`config.mk`:
```
export PLATFORM = sky130hd
export DESIGN_NAME = commit_store_arbiter
export DESIGN_NICKNAME = d
export VERILOG_FILES = /design/src/rtl/commit_store_arbiter.sv
export SDC_FILE = /design/constraint.sdc
export NUM_CORES = 1
export LEC_CHECK = 0
export CELL_PAD_IN_SITES_DETAIL_PLACEMENT = 0
export CELL_PAD_IN_SITES_GLOBAL_PLACEMENT = 2
export CORE_MARGIN = 4
export CORE_UTILIZATION = 29
export CTS_BUF_LIST = sky130_fd_sc_hd__clkbuf_4 sky130_fd_sc_hd__clkbuf_8 sky130_fd_sc_hd__clkbuf_16
export DETAILED_ROUTE_END_ITERATION = 7
export PLACE_DENSITY_LB_ADDON = 0.1
export SYNTH_ARGS = -nofsm -noshare
export SYNTH_HDL_FRONTEND = slang
export SYNTH_SLANG_ARGS = --single-unit
```
`constraint.sdc`:
```
create_clock -name clk -period 4.6 [get_ports clk]
set_input_delay 0.69 -clock clk [delete_from_list [all_inputs] [get_ports clk]]
set_output_delay 0.69 -clock clk [all_outputs]
set_load 0.005 [all_outputs]
```
`src/rtl/commit_store_arbiter.sv`:
```
// commit_store_arbiter: shares one data-memory port between LSU loads and committed store drains.
// Optional COMMIT_STORE_STARVE_GUARD_EN forces a store after STARVE_LIMIT consecutive load grants.
module commit_store_arbiter #(
  parameter int DEPTH        = 8,
  parameter int HIGH_WATER   = 4,
  parameter int STARVE_LIMIT = 3
) (
  input  logic                       clk,
  input  logic                       rst_n,
  input  logic                       fire_store0,
  input  logic                       fire_store1,
  input  logic                       flush,
  input  logic                       ld_req_valid,
  output logic                       ld_req_ready,
  output logic                       ld_resp_valid,
  output logic                       mem_req_valid,
  output logic                       mem_req_is_store,
  input  logic                       mem_req_ready,
  input  logic                       mem_resp_valid,
  output logic                       sq_pop,
  output logic                       commit_stall,
  output logic [$clog2(DEPTH+1)-1:0] committed_cnt,
  output logic                       err_overflow
);
  localparam int CW = $clog2(DEPTH+1);
  localparam logic [1:0] IDLE = 2'd0, WAIT_ST = 2'd1, WAIT_LD = 2'd2;
  logic [1:0] state_q, state_d;
  logic [CW-1:0] cnt_q, cnt_d;
  logic [CW:0] sum;
  logic err_q, err_d, killed_q, killed_d, held_q, held_d, held_st_q, held_st_d;
  logic force_store, store_pick, pick_st, go;
  assign committed_cnt = cnt_q;
  assign err_overflow = err_q;
  assign commit_stall = cnt_q >= CW'(DEPTH-1);
  // an unaccepted request keeps its type; only a held load may be dropped by flush
  always_comb begin
    store_pick = cnt_q != '0 && (cnt_q >= CW'(HIGH_WATER) || !ld_req_valid || force_store);
    pick_st = held_q ? held_st_q : store_pick;
    go = rst_n && state_q == IDLE && (held_q || store_pick || ld_req_valid) && (pick_st || !flush);
    mem_req_valid = go;
    mem_req_is_store = go && pick_st;
    ld_req_ready = go && !pick_st && mem_req_ready;
    sq_pop = go && pick_st && mem_req_ready;
    ld_resp_valid = state_q == WAIT_LD && mem_resp_valid && !killed_q && !flush;
    held_d = go && !mem_req_ready;
    held_st_d = pick_st;
    state_d = sq_pop ? WAIT_ST : ld_req_ready ? WAIT_LD :
              (state_q != IDLE && mem_resp_valid) ? IDLE : state_q;
    killed_d = state_q == WAIT_LD && !mem_resp_valid && (killed_q || flush);
    sum = {1'b0, cnt_q} + (CW+1)'(fire_store0) + (CW+1)'(fire_store1) - (CW+1)'(sq_pop);
    cnt_d = sum > (CW+1)'(DEPTH) ? CW'(DEPTH) : sum[CW-1:0];
    err_d = err_q || sum > (CW+1)'(DEPTH);
  end
  always_ff @(posedge clk or negedge rst_n) begin
    if (!rst_n) begin
      state_q   <= IDLE;
      cnt_q     <= '0;
      err_q     <= 1'b0;
      killed_q  <= 1'b0;
      held_q    <= 1'b0;
      held_st_q <= 1'b0;
    end else begin
      state_q   <= state_d;
      cnt_q     <= cnt_d;
      err_q     <= err_d;
      killed_q  <= killed_d;
      held_q    <= held_d;
      held_st_q <= held_st_d;
    end
  end
`ifdef COMMIT_STORE_STARVE_GUARD_EN
  localparam int SW = $clog2(STARVE_LIMIT+1);
  logic [SW-1:0] starve_q, starve_d;
  assign force_store = starve_q == SW'(STARVE_LIMIT);
  always_comb begin
    starve_d = (cnt_q == '0 || sq_pop) ? '0 : (ld_req_ready && !force_store) ? starve_q + 1'b1 : starve_q;
  end
  always_ff @(posedge clk or negedge rst_n) begin
    if (!rst_n) starve_q <= '0;
    else starve_q <= starve_d;
  end
`else
  assign force_store = 1'b0;
`endif
endmodule

```
# Word-level counts from Yosys, hierarchy flattened
# Index checks and enable logic that the tools add are counted.
# op_classes
addsub,3
muxes,5
n_eq_ne,1
n_reduce_logical,31
order_cmp,3
# ops
cell,count
logical AND 1 bit,15
>= comparator 4 x 3 -> 1 bit (second input constant),2
logical NOT 1 bit,6
logical OR 1 bit,6
2-to-1 mux 2 bit,3
adder 4 x 1 -> 5 bit,1
adder 5 x 1 -> 5 bit,1
greater-than comparator 5 x 4 -> 1 bit (second input constant),1
subtractor 5 x 1 -> 5 bit,1
2-to-1 mux 4 bit,1
nonzero test 4 bit,1
nonzero test 3 bit,1
equality test 2 bit (second input constant),1
logical NOT 2 bit,1
nonzero test 2 bit,1
2-to-1 mux 1 bit,1
# word_totals
ff_bits,10
elab_cells,49

# Longest topological paths before layout
# Gate-level depths: netlist of the first run.
# logic_depth
ltp_word,12
ltp_mapped,13
depth_no_buf,13

# Worst setup path after synthesis of the first run
# No wires, ideal clock.
# synth_timing
path_kind,in2reg
start,input port rst_n
end,"register cnt_q[0], in the netlist committed_cnt[0]"
setup_time_ns,0.066
required_time_ns,4.534
stages,12
path_slack_ns,1.295
t_arrival_ns,3.239
path_cell_list,or3b_1 -> a31oi_1 -> nand2_1 -> nor2_1 -> ha_1 -> inv_1 -> fa_1 -> fa_1 -> a211o_1 -> and3_1 -> nor4_2 -> and2_1
# synth_via
elab_chain_len,8
# synth_lines
element,line_no,rtl
"start, declared",9,"input logic rst_n,"
logical AND 1 bit (*) (3 in series),39,go = rst_n && state_q == IDLE && (held_q || store_pick || ld_req_valid) && (pick_st || !flush);
logical AND 1 bit (*) (2 in series),43,sq_pop = go && pick_st && mem_req_ready;
net sq_pop,20,"output logic sq_pop,"
subtractor 5 x 1 -> 5 bit (*),50,"sum = {1'b0, cnt_q} + (CW+1)'(fire_store0) + (CW+1)'(fire_store1) - (CW+1)'(sq_pop);"
greater-than comparator 5 x 4 -> 1 bit,51,cnt_d = sum > (CW+1)'(DEPTH) ? CW'(DEPTH) : sum[CW-1:0];
2-to-1 mux 4 bit (*),51,
net cnt_d[0],28,"logic [CW-1:0] cnt_q, cnt_d;"
"end signal, assigned",64,cnt_q <= cnt_d;
"end, declared",28,
# The timed path passes the listed nets; every way through them passes the cells marked *.
# A chain may end at the register's enable or synchronous reset.

# Worst setup path after layout of the first run
# layout_timing
start,input port rst_n
end,"register cnt_q[1], in the netlist committed_cnt[1]"
# layout_via
elab_chain_len,8
# layout_lines
element,line_no
logical AND 1 bit (*) (3 in series),39
logical AND 1 bit (*) (2 in series),43
subtractor 5 x 1 -> 5 bit (*),50
greater-than comparator 5 x 4 -> 1 bit,51
2-to-1 mux 4 bit (*),51
net cnt_d[1],28
# Marked as above.

==> flow_metrics.py, run 1 <==
metrics = {
    "timing": {
        "slew_viol_final": 0,
        "fmax_ghz": 0.266,
        "setup_violations": 0,
        "slew-limit-headroom_pct": 76.1,
        "fin_crit_ns": 3.76,
        "fin_crit_sh_pct": 81.8,
        "tightest_slew_ns": 0.358,
        "rsz0062_at_grt": "false",
        "finalHoldViolCount": 0,
        "setup_tns_ns": 0,
        "fin_skew_ns": 0.00760,
    },
    "pwr": {
        "ir_drop_mv": 0.210,
        "power.density_nw_per_um2": 555,
        "static-leakage-power_nw": 0.395,
    },
    "critical_path": {
        "crit_buf_inv": 2,
        "cp_slowest_cell": "clkdlybuf4s50_1",
        "cp.arrival_ns": 3.96,
        "cp-end-kind": "flop",
        "crit_type": "in2reg",
        "path_cells": "clkdlybuf4s50_1 > or3b_1 > a31oi_1 > nand2_1 > nor2_1 > ha_1 > inv_1 > fa_1 > fa_1 > a211o_1 > and3_1 > nor4_2 > and2_1",
        "cp_max_fo": 4,
        "crit_family": "simple AND/OR/NAND/NOR gates",
        "cp-start-kind": "primary input",
        "cp.required_ns": 4.80,
        "cpPeakStageDelay_ns": 0.47,
        "cpMostUsedCell": "fa_1",
    },
    "drt": {
        "antenna_left": 0,
        "vias": 543,
        "vias_per_cell": 4.68,
        "drt-initial-drc-count": 3,
        "remaining_drc_errors": 0,
        "drt_wl_total_um": 1370,
        "wl_per_cell_um": 11.8,
        "first_pass_iters": 3,
    },
    "die": {
        "die_y_um": 55.5,
        "core_um2": 2040,
        "die_area_um2": 3080,
        "row_count": 16,
        "die_x_um": 55.5,
        "io_pins": 19,
        "start_util_pct": 32.0,
    },
    "synthesis": {
        "netlist_top_cells_area": "dfrtp_1 (38%), ha_1 (9.6%), fa_1 (6.1%)",
        "ys_seq_area_share_pct": 38.3,
        "syn_nets": 81,
        "syn_inst": 66,
        "ys_types": 29,
        "synth_top_area_share_pct": 38.3,
        "synth_top_cell_by_area": "dfrtp_1",
        "syn_area_um2": 653,
        "syn_area_per_cell_um2": 9.90,
        "yosysWarningCount": 0,
        "synth-seq-cells": 10,
    },
    "clocking": {
        "cts.reportedPaths.clkPinSlew_ns": 0.07,
        "cts_setup_buffers": 0,
        "htree_levels": 1,
        "ctsHoldBuffers": 0,
        "root_buffer": "clkbuf_4",
        "cts_sinks": 10,
        "clock_latency_ns": 0.27,
        "cts_tree": "built",
        "cts_resized": 0,
        "numCtsBuffers": 3,
        "cts.path.max_buffers": 2,
    },
    "layout": {
        "final_area_um2": 911,
        "area_growth_syn_to_layout_pct": 39.5,
        "layout-drive-gt1-share_pct": 12.4,
        "antennaDiodeCount": 0,
        "nets": 105,
    },
    "place": {
        "finalWeightedCongestion": 0.707,
        "dpl_cell_area_um2": 875,
        "dp_hpwl_um": 1140,
        "io_buffers": 18,
    },
    "global_routing": {
        "antenna_found_initial": 0,
        "grt_pass1_vias": 505,
        "overflow": 0,
        "grtUsageTotal_pct": 9.44,
        "grt_first_pass_wirelength_um": 2340,
        "grt_max_degree": 11,
    },
    "outcome": {
        "status": "completed",
    },
    "run": {
        "cap_violations": 0,
    },
    "hold_path": {
        "hold_class": "reg2reg",
    },
}
[registers in the layout, indices dropped and copies added (netlist names)]
| register | flops |
|---|---|
| state_q | 2 |
| err_overflow | 1 |
| held_st_q | 1 |
| killed_q | 1 |
| committed_cnt | 4 |
| held_q | 1 |
[final cells by class]
class / count / area [µm²]
Tap cell: 27 / 33.8
Sequential cell: 10 / 250
Fill cell: 225 / 1130
Inverter: 10 / 37.5
Multi-Input combinational cell: 46 / 365
Clock buffer: 4 / 36.3
Timing Repair Buffer: 19 / 188
[cell usage after synthesis (all sizes together)]
cell type / count
dfrtp: 10
or3b: 1
o22ai: 1
and3: 1
a21boi: 1
and3b: 1
nand3: 2
a211o: 1
and2: 3
o21ai: 1
o32ai: 1
inv: 10
a31oi: 1
nor3: 4
ha: 5
a31o: 1
nand2: 3
nor4: 2
a21oi: 3
nor2: 7
fa: 2
xor2: 1
nor2b: 1
or2: 1
a221oi: 1
nand2b: 1
[tightest hold or removal path, delay by kind of cell (launching register included)]
kind            cells  cell delay [ns]
flops               1             0.34
compound gates      1             0.06
simple gates        1             0.05
[layout by cell type, fill, tap and decap left out, types with 2 or more instances in the layout]
cell	n
fa_1	2
nor3_1	4
nor2_1	7
a21oi_1	2
nand3_1	2
nand2_1	3
dfrtp_1	10
and2_1	3
ha_1	5
inv_1	9
clkdlybuf4s50_1	18
clkbuf_4	3
[final timing paths]
kind,startpoint,end,slack [ns],depth (start not counted)
max in group asynchronous,rst_n,killed_q$_DFF_PN0_,3.73,2
min in group asynchronous,rst_n,held_q$_DFF_PN0_,0.73,2
hold reg to reg,err_overflow$_DFF_PN0_,err_overflow$_DFF_PN0_,0.49,2
setup reg to reg,committed_cnt[3]$_DFF_PN0_,committed_cnt[1]$_DFF_PN0_,1.18,13
setup / recovery,rst_n,committed_cnt[1]$_DFF_PN0_,0.84,13
hold / removal,err_overflow$_DFF_PN0_,err_overflow$_DFF_PN0_,0.49,2
[metal layers]
layer | GRT usage, % | vias up | part of all wire [%]
met4 | 3.13 | 0 | 1.2
met5 | 0 | - | 0
met2 | 13.0 | 14 | 41
met1 | 13.7 | 249 | 52
li1 | - | 276 | -
met3 | 3.03 | 4 | 6.1
[cells by family after synthesis]
kind of cell | synth area share [%]
simple gates | 23.0
flops | 38.3
compound gates | 15.9
xor+xnor | 1.34
fa+ha+maj | 15.7
buf+inv | 5.75
[stage by stage]
step / setup slack [ns] / hold slack [ns] / cells / utilization, % / power, W
after floorplan: 1.29 / 0.394 / 66 / - / 0.000328
after global placement: 0.577 / 0.492 / 112 / 42.8 / 0.000433
after detailed placement: 0.560 / 0.478 / 112 / 42.8 / 0.000432
after CTS: 0.816 / 0.494 / 116 / 44.6 / 0.000512
after global routing: 0.632 / 0.533 / 116 / 44.6 / 0.000548
final: 0.839 / 0.488 / 116 / 44.6 / 0.000505
[power by group]
group	internal (W)	total (W)	switching, W
Combinational	0.000148	0.000289	0.000141
Clock	0.0000481	0.0000796	0.0000315
Sequential	0.000112	0.000137	0.0000245
Total	0.000308	0.000505	0.000197
No activity file was read; power rests on OpenSTA's default activity.
==> run 2, diff against run 1 <==
CORE_UTILIZATION = 24   (was 29)
clock period = 3.3 ns   (was 4.6 ns; I/O delays follow)
==> run 2 against run 1 <==
Clock skew fell by 0.0071 ns. Total power rose by 65%. Routed wire length rose by 28%. Sequential cell count did not move. Worst setup slack got worse by 0.71 ns. Final area rose by 18%. Sequential power rose by 33%. Hold slack got worse by 0.18 ns. Combinational power rose by 99%. Cell count rose by 16%. Non-clock buffer count rose by 17. Die area rose by 18%. Critical endpoint is now committed_cnt[2]$_DFF_PN0_.
==> flow_metrics.py, run 2 (synthesis results as in run 1) <==
metrics = {
    "clocking": {
        "root_buffer": "clkbuf_4",
        "cts.reportedPaths.clkPinSlew_ns": 0.06,
        "htree_levels": 1,
        "clock_latency_ns": 0.25,
        "ctsHoldBuffers": 0,
        "cts.path.max_buffers": 2,
        "cts_tree": "built",
        "numCtsBuffers": 3,
        "cts_sinks": 10,
    },
    "pwr": {
        "static-leakage-power_nw": 0.487,
        "power.density_nw_per_um2": 778,
        "swShare_pct": 39.1,
        "ir_drop_mv": 0.366,
        "total_power_w": 0.000836,
        "comb_power_share_pct": 68.9,
        "p_sw_w": 0.000327,
        "seqPwrFrac_pct": 21.8,
        "power.internal_w": 0.000509,
        "clock_power_share_pct": 9.3,
    },
    "drt": {
        "wl_per_cell_um": 12.9,
        "first_pass_iters": 4,
        "vias_per_cell": 4.56,
        "antenna_left": 0,
        "drt_wl_total_um": 1740,
        "drt-initial-drc-count": 16,
        "vias": 616,
        "remaining_drc_errors": 0,
    },
    "critical_path": {
        "rr_worst_depth": 13,
        "cp.required_ns": 3.49,
        "cp_max_fo": 4,
        "crit_buf_inv": 2,
        "cp.arrival_ns": 3.36,
        "cp-start-kind": "primary input",
        "cpPeakStageDelay_ns": 0.50,
        "crit_family": "adder cells",
        "crit_type": "in2reg",
        "cp_slowest_cell": "clkdlybuf4s50_1",
        "cp_num_cells": 12,
        "path_cells": "clkdlybuf4s50_1 > nor2_4 > a221oi_4 > nor2_2 > ha_1 > inv_1 > fa_2 > fa_2 > a211o_1 > and3_4 > nor4_4 > and2_1",
        "cpMostUsedCell": "fa_2",
        "cp-end-kind": "flop",
    },
    "layout": {
        "layout-drive-gt1-share_pct": 34.3,
        "fin_cells": 135,
        "final_area_um2": 1070,
        "nets": 122,
        "layout_common_cells": "buf_4 (18), clkdlybuf4s50_1 (16), dfrtp_1 (10)",
        "largest_reg_flops": 4,
        "layout_commonest_cell": "buf_4",
        "area_growth_syn_to_layout_pct": 64.4,
        "antennaDiodeCount": 0,
    },
    "die": {
        "row_count": 18,
        "start_util_pct": 25.7,
        "die_x_um": 60.2,
        "core_um2": 2540,
        "die_y_um": 60.2,
        "die_area_um2": 3620,
        "io_pins": 19,
    },
    "place": {
        "dpl_cell_area_um2": 938,
        "finalWeightedCongestion": 0.689,
        "pre_cts_ws_ns": -0.616,
        "dp_hpwl_um": 1310,
        "dp_cells": 123,
        "io_buffers": 18,
    },
    "timing": {
        "finalHoldViolCount": 0,
        "fmax_ghz": 0.316,
        "fin_crit_ns": 3.17,
        "rsz0062_at_grt": "true",
        "tightest_slew_ns": 0.435,
        "slew-limit-headroom_pct": 70.8,
        "setup_ws_ns": 0.132,
        "setup_violations": 0,
        "fin_skew_ns": 0.000458,
        "fin_crit_sh_pct": 96.0,
        "slew_viol_final": 0,
    },
    "global_routing": {
        "grtUsageTotal_pct": 10.9,
        "grt_first_pass_wirelength_um": 2900,
        "grt_pass1_vias": 661,
        "overflow": 0,
        "grt_max_degree": 11,
        "antenna_found_initial": 0,
    },
    "run": {
        "cap_violations": 0,
    },
    "outcome": {
        "status": "completed",
    },
    "hold_path": {
        "hold_class": "in2async",
    },
}
[run 2: cell types whose count changed in the layout (fill, tap and decap cells not counted), moves of 2 or more]
cell,previous run,this run
buf_4,1,18
clkdlybuf4s50_1,18,16
fa_1,2,0
nor2_1,7,5
fa_2,0,2
[run 2: metal layers]
layer,track usage (%),wire length (µm),vias to the layer above
met1,14.6,811,287
met5,0,0,-
met3,4.75,104,6
met2,15.6,787,18
li1,-,-,305
met4,3.48,38,0
[run 2: cell type report]
cell class / count / area [µm²]
Multi-Input combinational cell: 46 / 409
Sequential cell: 10 / 250
Inverter: 10 / 37.5
Timing Repair Buffer: 36 / 317
Fill cell: 255 / 1470
Tap cell: 30 / 37.5
Clock buffer: 3 / 22.5
[run 2: power by group through the flow]
stage | logic (W) | registers, W | clock network, W
CTS | 0.000536 | 0.000182 | 0.0000843
global route | 0.000640 | 0.000186 | 0.0000922
detailed placement | 0.000471 | 0.000182 | 0
global placement | 0.000470 | 0.000186 | 0
finish | 0.000576 | 0.000182 | 0.0000781
floorplan | 0.000271 | 0.000186 | 0
[run 2: timing repair]
| action | in CTS | in global routing |
|---|---|---|
| gates resized for setup | 7 | 6 |
| endpoints found under the setup margin | 5 | 5 |
| buffers inserted | 6 | 3 |
| pin swaps | 8 | 7 |
[run 2: per-stage QoR]
step	TNS, ns	hold WS [ns]	utilization, %
final	0	0.304	42.2
after global routing	-0.0478	0.310	42.2
after CTS	0	0.308	40.4
after detailed placement	-2.80	0.492	36.9
after global placement	-2.45	0.491	36.9
after floorplan	0	0.199	-
[run 2: final timing paths]
| check | from | endpoint | slack [ns] |
|---|---|---|---|
| max | ld_req_valid | committed_cnt[2]$_DFF_PN0_ | 0.13 |
| min | rst_n | committed_cnt[0]$_DFF_PN0_ | 0.30 |
| max reg2reg | committed_cnt[3]$_DFF_PN0_ | committed_cnt[2]$_DFF_PN0_ | 0.17 |
| min reg2reg | err_overflow$_DFF_PN0_ | err_overflow$_DFF_PN0_ | 0.50 |
| max in group asynchronous | rst_n | err_overflow$_DFF_PN0_ | 2.86 |
| min in group clk | err_overflow$_DFF_PN0_ | err_overflow$_DFF_PN0_ | 0.50 |
==> run 3, diff against run 2 <==
CTS_CLUSTER_DIAMETER = 120   (was default)
==> results of run 3 <==
No change in the layout: final DEF, timing and power equal those of run 2.
